`src/rtl/gift_ise_inv_seq.sv`:
```
// gift_ise_inv_seq: multi-cycle inverse GIFT key update / permbits step, valid-ready unit.
// Optional GIFT_ISE_INV_UNROLL4_EN: up to four inverse key updates per busy cycle.
module gift_ise_inv_seq (
  input  logic        clk,
  input  logic        rst,
  input  logic        req_valid,
  output logic        req_ready,
  input  logic [31:0] rs1,
  input  logic [4:0]  imm,
  input  logic        op_key_invupd,
  input  logic        op_permbits_inv,
  output logic        rsp_valid,
  input  logic        rsp_ready,
  output logic [31:0] rd
);
  typedef enum logic [1:0] {IDLE, BUSY, DONE} state_t;
  state_t      state_q, state_d;
  logic [31:0] acc_q, acc_d, rd_q, key_step, perm_step;
  logic [4:0]  cnt_q, cnt_d, dec;
  logic        key_q, key_d;
  function automatic logic [15:0] rotl16(input logic [15:0] h, input int s);
    logic [31:0] t;
    t = {h, h} << s;
    return t[31:16];
  endfunction
  function automatic logic [31:0] rotl32(input logic [31:0] x, input logic [4:0] s);
    logic [63:0] t;
    t = {x, x} << s;
    return t[63:32];
  endfunction
  function automatic logic [31:0] kinv(input logic [31:0] x);
    return {rotl16(x[31:16], 2), rotl16(x[15:0], 12)};
  endfunction
  function automatic logic [31:0] swp(input logic [31:0] x, input int a, input logic [31:0] m);
    logic [31:0] t;
    t = (x ^ (x >> a)) & m;
    return x ^ t ^ (t << a);
  endfunction
`ifdef GIFT_ISE_INV_UNROLL4_EN
  logic [31:0] k1, k2, k3;
  assign k1 = kinv(acc_q);
  assign k2 = kinv(k1);
  assign k3 = kinv(k2);
  assign dec = !key_q ? 5'd1 : (cnt_q >= 5'd4 ? 5'd4 : cnt_q);
  assign key_step = dec == 5'd1 ? k1 : dec == 5'd2 ? k2 : dec == 5'd3 ? k3 : kinv(k3);
`else
  assign dec = 5'd1;
  assign key_step = kinv(acc_q);
`endif
  // cnt counts the remaining swap stages down from 4, widest swap first
  assign perm_step = cnt_q == 5'd4 ? swp(acc_q, 24, 32'h000000ff) :
                     cnt_q == 5'd3 ? swp(acc_q, 12, 32'h0000f0f0) :
                     cnt_q == 5'd2 ? swp(acc_q, 6, 32'h00cc00cc) :
                                     swp(acc_q, 3, 32'h0a0a0a0a);
  always_comb begin
    state_d = state_q;
    acc_d = acc_q;
    cnt_d = cnt_q;
    key_d = key_q;
    case (state_q)
      IDLE: if (req_valid) begin
        key_d = op_key_invupd;
        acc_d = op_key_invupd ? rs1 : op_permbits_inv ? rotl32(rs1, imm) : 32'd0;
        cnt_d = op_key_invupd ? imm : op_permbits_inv ? 5'd4 : 5'd0;
        state_d = cnt_d == 5'd0 ? DONE : BUSY;
      end
      BUSY: begin
        acc_d = key_q ? key_step : perm_step;
        cnt_d = cnt_q - dec;
        state_d = cnt_d == 5'd0 ? DONE : BUSY;
      end
      DONE: state_d = rsp_ready ? IDLE : DONE;
      default: state_d = IDLE;
    endcase
  end
  always_ff @(posedge clk or posedge rst) begin
    if (rst) begin
      state_q <= IDLE;
      acc_q <= '0;
      cnt_q <= '0;
      key_q <= 1'b0;
      rd_q <= '0;
    end else begin
      state_q <= state_d;
      acc_q <= acc_d;
      cnt_q <= cnt_d;
      key_q <= key_d;
      if (state_d == DONE && state_q != DONE) rd_q <= acc_d;
    end
  end
  assign req_ready = state_q == IDLE;
  assign rsp_valid = state_q == DONE;
  assign rd = rd_q;
endmodule

```
`config.mk`:
```
export PLATFORM = sky130hd
export DESIGN_NAME = gift_ise_inv_seq
export DESIGN_NICKNAME = d
export VERILOG_FILES = /design/src/rtl/gift_ise_inv_seq.sv
export SDC_FILE = /design/constraint.sdc
export NUM_CORES = 1
export LEC_CHECK = 0
export ABC_AREA = 1
export ABC_CLOCK_PERIOD_IN_PS = 2600
export BUFFER_PORTS_ARGS = -buffer_cell sky130_fd_sc_hd__buf_4
export CELL_PAD_IN_SITES_DETAIL_PLACEMENT = 2
export CELL_PAD_IN_SITES_GLOBAL_PLACEMENT = 2
export CORE_ASPECT_RATIO = 0.5
export CORE_MARGIN = 2
export CORE_UTILIZATION = 31
export CTS_BUF_LIST = sky130_fd_sc_hd__clkbuf_8 sky130_fd_sc_hd__clkbuf_16
export DETAILED_ROUTE_END_ITERATION = 10
export PLACE_DENSITY = 0.83
export SYNTH_ARGS = -nofsm -noshare
export SYNTH_HDL_FRONTEND = slang
export SYNTH_SLANG_ARGS = --single-unit
```
`constraint.sdc`:
```
create_clock -name clk -period 2.6 [get_ports clk]
set_clock_uncertainty 0.1 [all_clocks]
set_input_delay 0.39 -clock clk [delete_from_list [all_inputs] [get_ports clk]]
set_output_delay 0.39 -clock clk [all_outputs]
set_load 0.03 [all_outputs]
```
==> results.py, run 1 <==
metrics = {
    "critical_path": {
        "critical_path.top_delay_family": "simple AND/OR/NAND/NOR gates",
        "critPathLaunch": "cnt_q[0]",
        "r2r-end": "rd[6]",
        "critPathBufInv": 3,
        "critPathCaptureType": "register",
        "critPathMaxFanout": 10,
        "timing.critical_path.mode_cell": "nand2_1",
        "r2r_slack_ns": 0.06,
        "crit_cells": 12,
        "r2r-start": "cnt_q[0]",
        "crit_arrival_ns": 2.73,
        "crit_end": "rd[6]",
        "critical_path.startpoint_type": "register",
        "worstPathCellList": "inv_1 -> buf_4 -> ha_1 -> nand3_2 -> nand2_1 -> buf_4 -> nor2_1 -> o21ai_0 -> a22oi_1 -> nand2_1 -> nand2_1 -> nand2_1",
        "cpPeakStageDelay_ns": 0.42,
        "crit_required_ns": 2.79,
        "critical_path_class": "register to register",
        "reg2reg_depth": 12,
        "cp_slowest_cell": "dfrtp_1",
    },
    "die": {
        "dieWidth_um": 209,
        "fp.coreArea_um2": 20500,
        "initial_core_util_pct": 31.6,
        "die_y_um": 106,
        "dieArea_um2": 22200,
        "rows": 37,
        "num_io_pins": 77,
    },
    "detailed_routing": {
        "drt-initial-drc-count": 786,
        "viasPerCell": 6.09,
        "vias": 8597,
        "totalWireLength_um": 35900,
        "wl_per_cell_um": 25.4,
        "drc_errors": 0,
        "dr.pass1.iters": 6,
        "antenna_left": 0,
    },
    "placement": {
        "port_buffers": 76,
        "placed_cell_area_um2": 7370,
        "hpwl_um": 25200,
        "place_ws_ns": 0.156,
        "routabilityCongestion": 0.956,
    },
    "yosys": {
        "ys_seq_area_share_pct": 27.8,
        "yosys_warnings": 0,
        "synth_nets": 1137,
        "synthCells": 1089,
        "synth_cell_types": 29,
        "netlist_area_um2": 6480,
        "synth_seq_cells": 72,
        "syn_avg_cell_area_um2": 5.95,
    },
    "clock_network": {
        "root_buffer": "clkbuf_16",
        "cts_tree": "done",
        "numCtsBuffers": 9,
        "cts_setup_buffers": 0,
        "clockBufferDepth": 2,
        "clock_sinks": 72,
        "clk_pin_slew_ns": 0.06,
        "h-tree-depth": 3,
        "clk_latency_ns": 0.36,
    },
    "cells_and_area": {
        "layout.cells.most_common": "nand2_1",
        "diodes": 0,
        "area_growth_pct": 18.7,
        "layout-drive-gt1-share_pct": 12.5,
        "most-common-layout-cells": "nand2_1, nand3_1, buf_4",
        "nNetsFinal": 1184,
        "fin_area_um2": 7690,
        "final_core_util_pct": 37.5,
    },
    "sta": {
        "post-route-period-util_pct": 97.6,
        "setup_viol": 0,
        "rsz0062_at_grt": "no",
        "setup_tns_ns": 0,
        "timing.slew.headroom_pct": 50.6,
        "layout_setup_ws_ns": 0.0628,
        "maxSlewViolCount": 0,
        "hold_viol": 0,
        "tightest_slew_ns": 0.741,
        "min_period_ns": 2.54,
        "fmax_ghz": 0.394,
    },
    "power": {
        "p_leak_nw": 3.85,
        "p_per_area_nw_per_um2": 1230,
        "peakVddDrop_mv": 0.492,
    },
    "run_status": {
        "outcome": "complete, no violations",
    },
    "global_route": {
        "grt_max_degree": 64,
        "grt_pass1_vias": 8979,
        "track_usage_pct": 32.2,
        "antenna_found_initial": 1,
        "gr-total-overflow": 0,
        "grt_pass1_wl_um": 54300,
    },
    "job": {
        "drv.max_cap_violation_count": 0,
    },
    "worst_hold_path": {
        "min-delay-path-class": "primary input to asynchronous set/reset pin",
    },
}
tightest hold or removal path, cell delays in order:
cell   delay (ns)
buf_4        0.11
inv_2        0.04
buf_4        0.40
flip-flops by register name (all words and copies together) (netlist names):
name / flops
acc_q: 32
cnt_q: 5
rd: 32
key_q: 1
state_q: 2
cells in the mapped netlist:
cell / instances / area (um^2)
dfrtp_1: 72 / 1800
nand3_1: 233 / 1170
or2_1: 2 / 12.5
a21boi_0: 1 / 7.51
o211ai_1: 22 / 165
o22ai_1: 6 / 37.5
buf_2: 19 / 95.1
nor3_1: 5 / 25.0
inv_2: 9 / 33.8
clkbuf_1: 39 / 146
buf_6: 3 / 33.8
o21bai_1: 1 / 7.51
nor2_1: 14 / 52.6
a21oi_1: 103 / 515
o21ai_0: 33 / 165
o2111ai_1: 1 / 8.76
ha_1: 5 / 62.6
a22oi_1: 21 / 158
o31ai_1: 1 / 7.51
xor2_1: 3 / 26.3
nor2_4: 4 / 45.0
inv_1: 52 / 195
o221ai_1: 7 / 61.3
nor4_1: 1 / 6.26
o21ai_1: 5 / 25.0
nand2_1: 411 / 1540
buf_1: 11 / 41.3
buf_4: 3 / 22.5
a21boi_1: 2 / 15.0
per-layer routing:
layer,track usage (%),routed length (um),vias up
met4,10.6,1010,2
li1,-,-,3757
met1,44.1,15900,4337
met5,0,13,-
met2,51.5,16200,409
met3,5.73,2780,92
layout make-up:
cell class              count  area [um^2]
well taps                 273          342
inverters                  61          231
clock inverters             4         70.1
fillers                  2527        12800
repair buffers            111          887
clock buffers              10          239
multi-input cells         881         4120
flip-flops and latches     72         1800
repair_timing:
item	in CTS	in global routing
resized for setup	0	7
hold buffers	0	0
endpoints found under the setup margin	0	33
cells by family (layout without fill, tap and decap cells):
family | count (synthesis) | count (layout) | share of synthesized area (%)
AOI/OAI and AO/OA | 203 | 203 | 18.1
xor gates and xnor gates | 3 | 3 | 0.405
adders and majority gates | 5 | 5 | 0.965
buffers and inverters | 136 | 186 | 8.76
DFF | 72 | 72 | 27.8
and+or+nand+nor | 670 | 670 | 44.0
report_power, final:
part           leakage, nW  switching [W]  internal (W)
Clock                0.154       0.000519      0.000852
Sequential           0.865       0.000624       0.00172
Combinational         2.83        0.00402       0.00171
through the flow:
stage               power, W  instances  hold WS (ns)
floorplan            0.00551       1089         0.381
global placement     0.00724       1398         0.366
finish               0.00945       1412        0.0505
detailed placement   0.00754       1398         0.374
global route         0.00998       1412        0.0896
CTS                  0.00922       1412        0.0685
worst min path at each step:
| stage | from | to | slack (ns) | cells past startpoint |
|---|---|---|---|---|
| after floorplan | acc_q[21] | acc_q[21] | 0.38 | 2 |
| after global placement | rd[27] | rd[27] | 0.37 | 2 |
| after detailed placement | rd[22] | rd[22] | 0.37 | 2 |
| after CTS | rst | rd[14] | 0.07 | 3 |
| after global routing | rst | rd[14] | 0.09 | 3 |
| final | rst | rd[22] | 0.05 | 3 |
Note: power is estimated with default switching activity, not from simulation.
==> inputs of run 2 (changes only) <==
- CELL_PAD_IN_SITES_DETAIL_PLACEMENT: 2 -> 0
- CELL_PAD_IN_SITES_GLOBAL_PLACEMENT: 2 -> 1
- CORE_UTILIZATION: 31 -> 41
- PLACE_DENSITY: 0.83 -> 0.84
==> run 2 against run 1 <==
  * Largest cell class unchanged
  * Clock power shrank 6%
  * Count of clock-buffer cells in the layout unchanged
  * Routed wire length shrank 27%
  * Via count decreased by 7.5%
  * Die area fell by 24%
==> results.py, run 2 (synthesis results as in run 1) <==
metrics = {
    "run_status": {
        "outcome": "complete, no violations",
    },
    "global_route": {
        "grt_max_degree": 73,
        "grt_pass1_vias": 7214,
        "antenna_found_initial": 0,
        "gr-total-overflow": 0,
        "grt_pass1_wl_um": 40700,
        "track_usage_pct": 31.2,
    },
    "critical_path": {
        "cpPeakStageDelay_ns": 0.40,
        "r2r_slack_ns": 0.24,
        "cp_slowest_cell": "dfrtp_1",
        "critPathLaunch": "cnt_q[0]",
        "crit_required_ns": 2.73,
        "r2r-start": "cnt_q[0]",
        "reg2reg_depth": 12,
        "worstPathCellList": "inv_1 -> ha_1 -> nand2_1 -> nor2_4 -> nand2_1 -> buf_4 -> nand2_1 -> o211ai_1 -> a22oi_1 -> nand2_1 -> nand2_1 -> nand2_1",
        "critical_path_class": "register to register",
        "critical_path.startpoint_type": "register",
        "crit_arrival_ns": 2.49,
        "r2r-end": "rd[8]",
        "critPathCaptureType": "register",
        "timing.critical_path.mode_cell": "nand2_1",
        "critPathMaxFanout": 13,
    },
    "sta": {
        "setup_tns_ns": 0,
        "tightest_slew_ns": 0.697,
        "hold_viol": 0,
        "post-route-period-util_pct": 90.7,
        "fmax_ghz": 0.424,
        "min_period_ns": 2.36,
        "timing.slew.headroom_pct": 53.5,
        "maxSlewViolCount": 0,
        "rsz0062_at_grt": "no",
        "setup_viol": 0,
        "layout_setup_ws_ns": 0.241,
    },
    "job": {
        "drv.max_cap_violation_count": 0,
    },
    "die": {
        "dieArea_um2": 16900,
        "initial_core_util_pct": 42.1,
        "rows": 32,
        "die_y_um": 92.9,
        "dieWidth_um": 182,
        "fp.coreArea_um2": 15400,
        "num_io_pins": 77,
    },
    "detailed_routing": {
        "vias": 7953,
        "totalWireLength_um": 26300,
        "wl_per_cell_um": 19.6,
        "drc_errors": 0,
        "drt-initial-drc-count": 1027,
        "antenna_left": 0,
        "viasPerCell": 5.94,
        "dr.pass1.iters": 7,
    },
    "power": {
        "peakVddDrop_mv": 0.865,
        "p_leak_nw": 3.81,
        "p_per_area_nw_per_um2": 1130,
    },
    "placement": {
        "hpwl_um": 19200,
        "routabilityCongestion": 0.946,
        "port_buffers": 76,
        "place_ws_ns": 0.259,
    },
    "worst_hold_path": {
        "min-delay-path-class": "primary input to asynchronous set/reset pin",
    },
    "clock_network": {
        "clk_latency_ns": 0.33,
        "h-tree-depth": 3,
        "cts_setup_buffers": 0,
        "cts_tree": "done",
        "root_buffer": "clkbuf_16",
        "cts-resized-gates": 0,
        "clk_pin_slew_ns": 0.06,
        "clockBufferDepth": 2,
        "clock_sinks": 72,
        "numCtsBuffers": 9,
        "hold_buffers": 0,
    },
    "cells_and_area": {
        "nNetsFinal": 1179,
        "diodes": 0,
        "area_growth_pct": 16.6,
        "layout-drive-gt1-share_pct": 12.0,
        "layout.cells.most_common": "nand2_1",
        "most-common-layout-cells": "nand2_1, nand3_1, a21oi_1",
    },
}
-- run 2: per-layer routing --
| layer | part of all wire [%] | wire length, um | GRT usage (%) |
|---|---|---|---|
| met5 | 0 | 0 | 0 |
| met4 | 2.1 | 556 | 6.98 |
| met3 | 12 | 3090 | 6.88 |
| met2 | 40 | 10600 | 45.8 |
| met1 | 46 | 12000 | 46.5 |
-- run 2: final cells by class --
type | instances | area (um^2)
Sequential cell | 72 | 1800
Timing Repair Buffer | 106 | 846
Inverter | 61 | 229
Tap cell | 204 | 255
Clock buffer | 10 | 239
Fill cell | 1607 | 7860
Multi-Input combinational cell | 881 | 4110
Clock inverter | 6 | 72.6
-- run 2: worst max-delay path by stage --
stage,endpoint,slack [ns],cells after the start
3_5_place_dp,rd[19],0.26,11
4_1_cts,rd[8],0.26,12
6_report,rd[8],0.24,12
3_3_place_gp,rd[2],0.29,11
2_1_floorplan,acc_q[0],0.29,1
5_1_grt,rd[17],0.05,13
-- run 2: report_power, final --
part | leakage, nW | internal [W] | switching [W] | total, W
combinational | 2.80 | 0.00168 | 0.00336 | 0.00505
sequential | 0.865 | 0.00172 | 0.000516 | 0.00223
clock | 0.150 | 0.000781 | 0.000514 | 0.00129
-- run 2: worst max-delay path, delay by kind of cell (launching register included) --
kind,cells,cell delay [ns]
and+or+nand+nor,7,0.81
buffers and inverters,2,0.44
DFF,1,0.40
AOI/OAI and AO/OA,2,0.29
adders and majority gates,1,0.20
-- run 2: through the flow --
| step | utilization (%) | instance area (um^2) | power (W) | instances | hold WS (ns) |
|---|---|---|---|---|---|
| 2_1_floorplan | - | 6480 | 0.00551 | 1089 | 0.381 |
| 3_3_place_gp | 47.0 | 7240 | 0.00711 | 1324 | 0.364 |
| 3_5_place_dp | 47.0 | 7240 | 0.00715 | 1324 | 0.366 |
| 4_1_cts | 49.0 | 7560 | 0.00848 | 1340 | 0.0555 |
| 5_1_grt | 49.0 | 7560 | 0.00921 | 1340 | 0.0752 |
| 6_report | 49.0 | 7560 | 0.00857 | 1340 | 0.0406 |
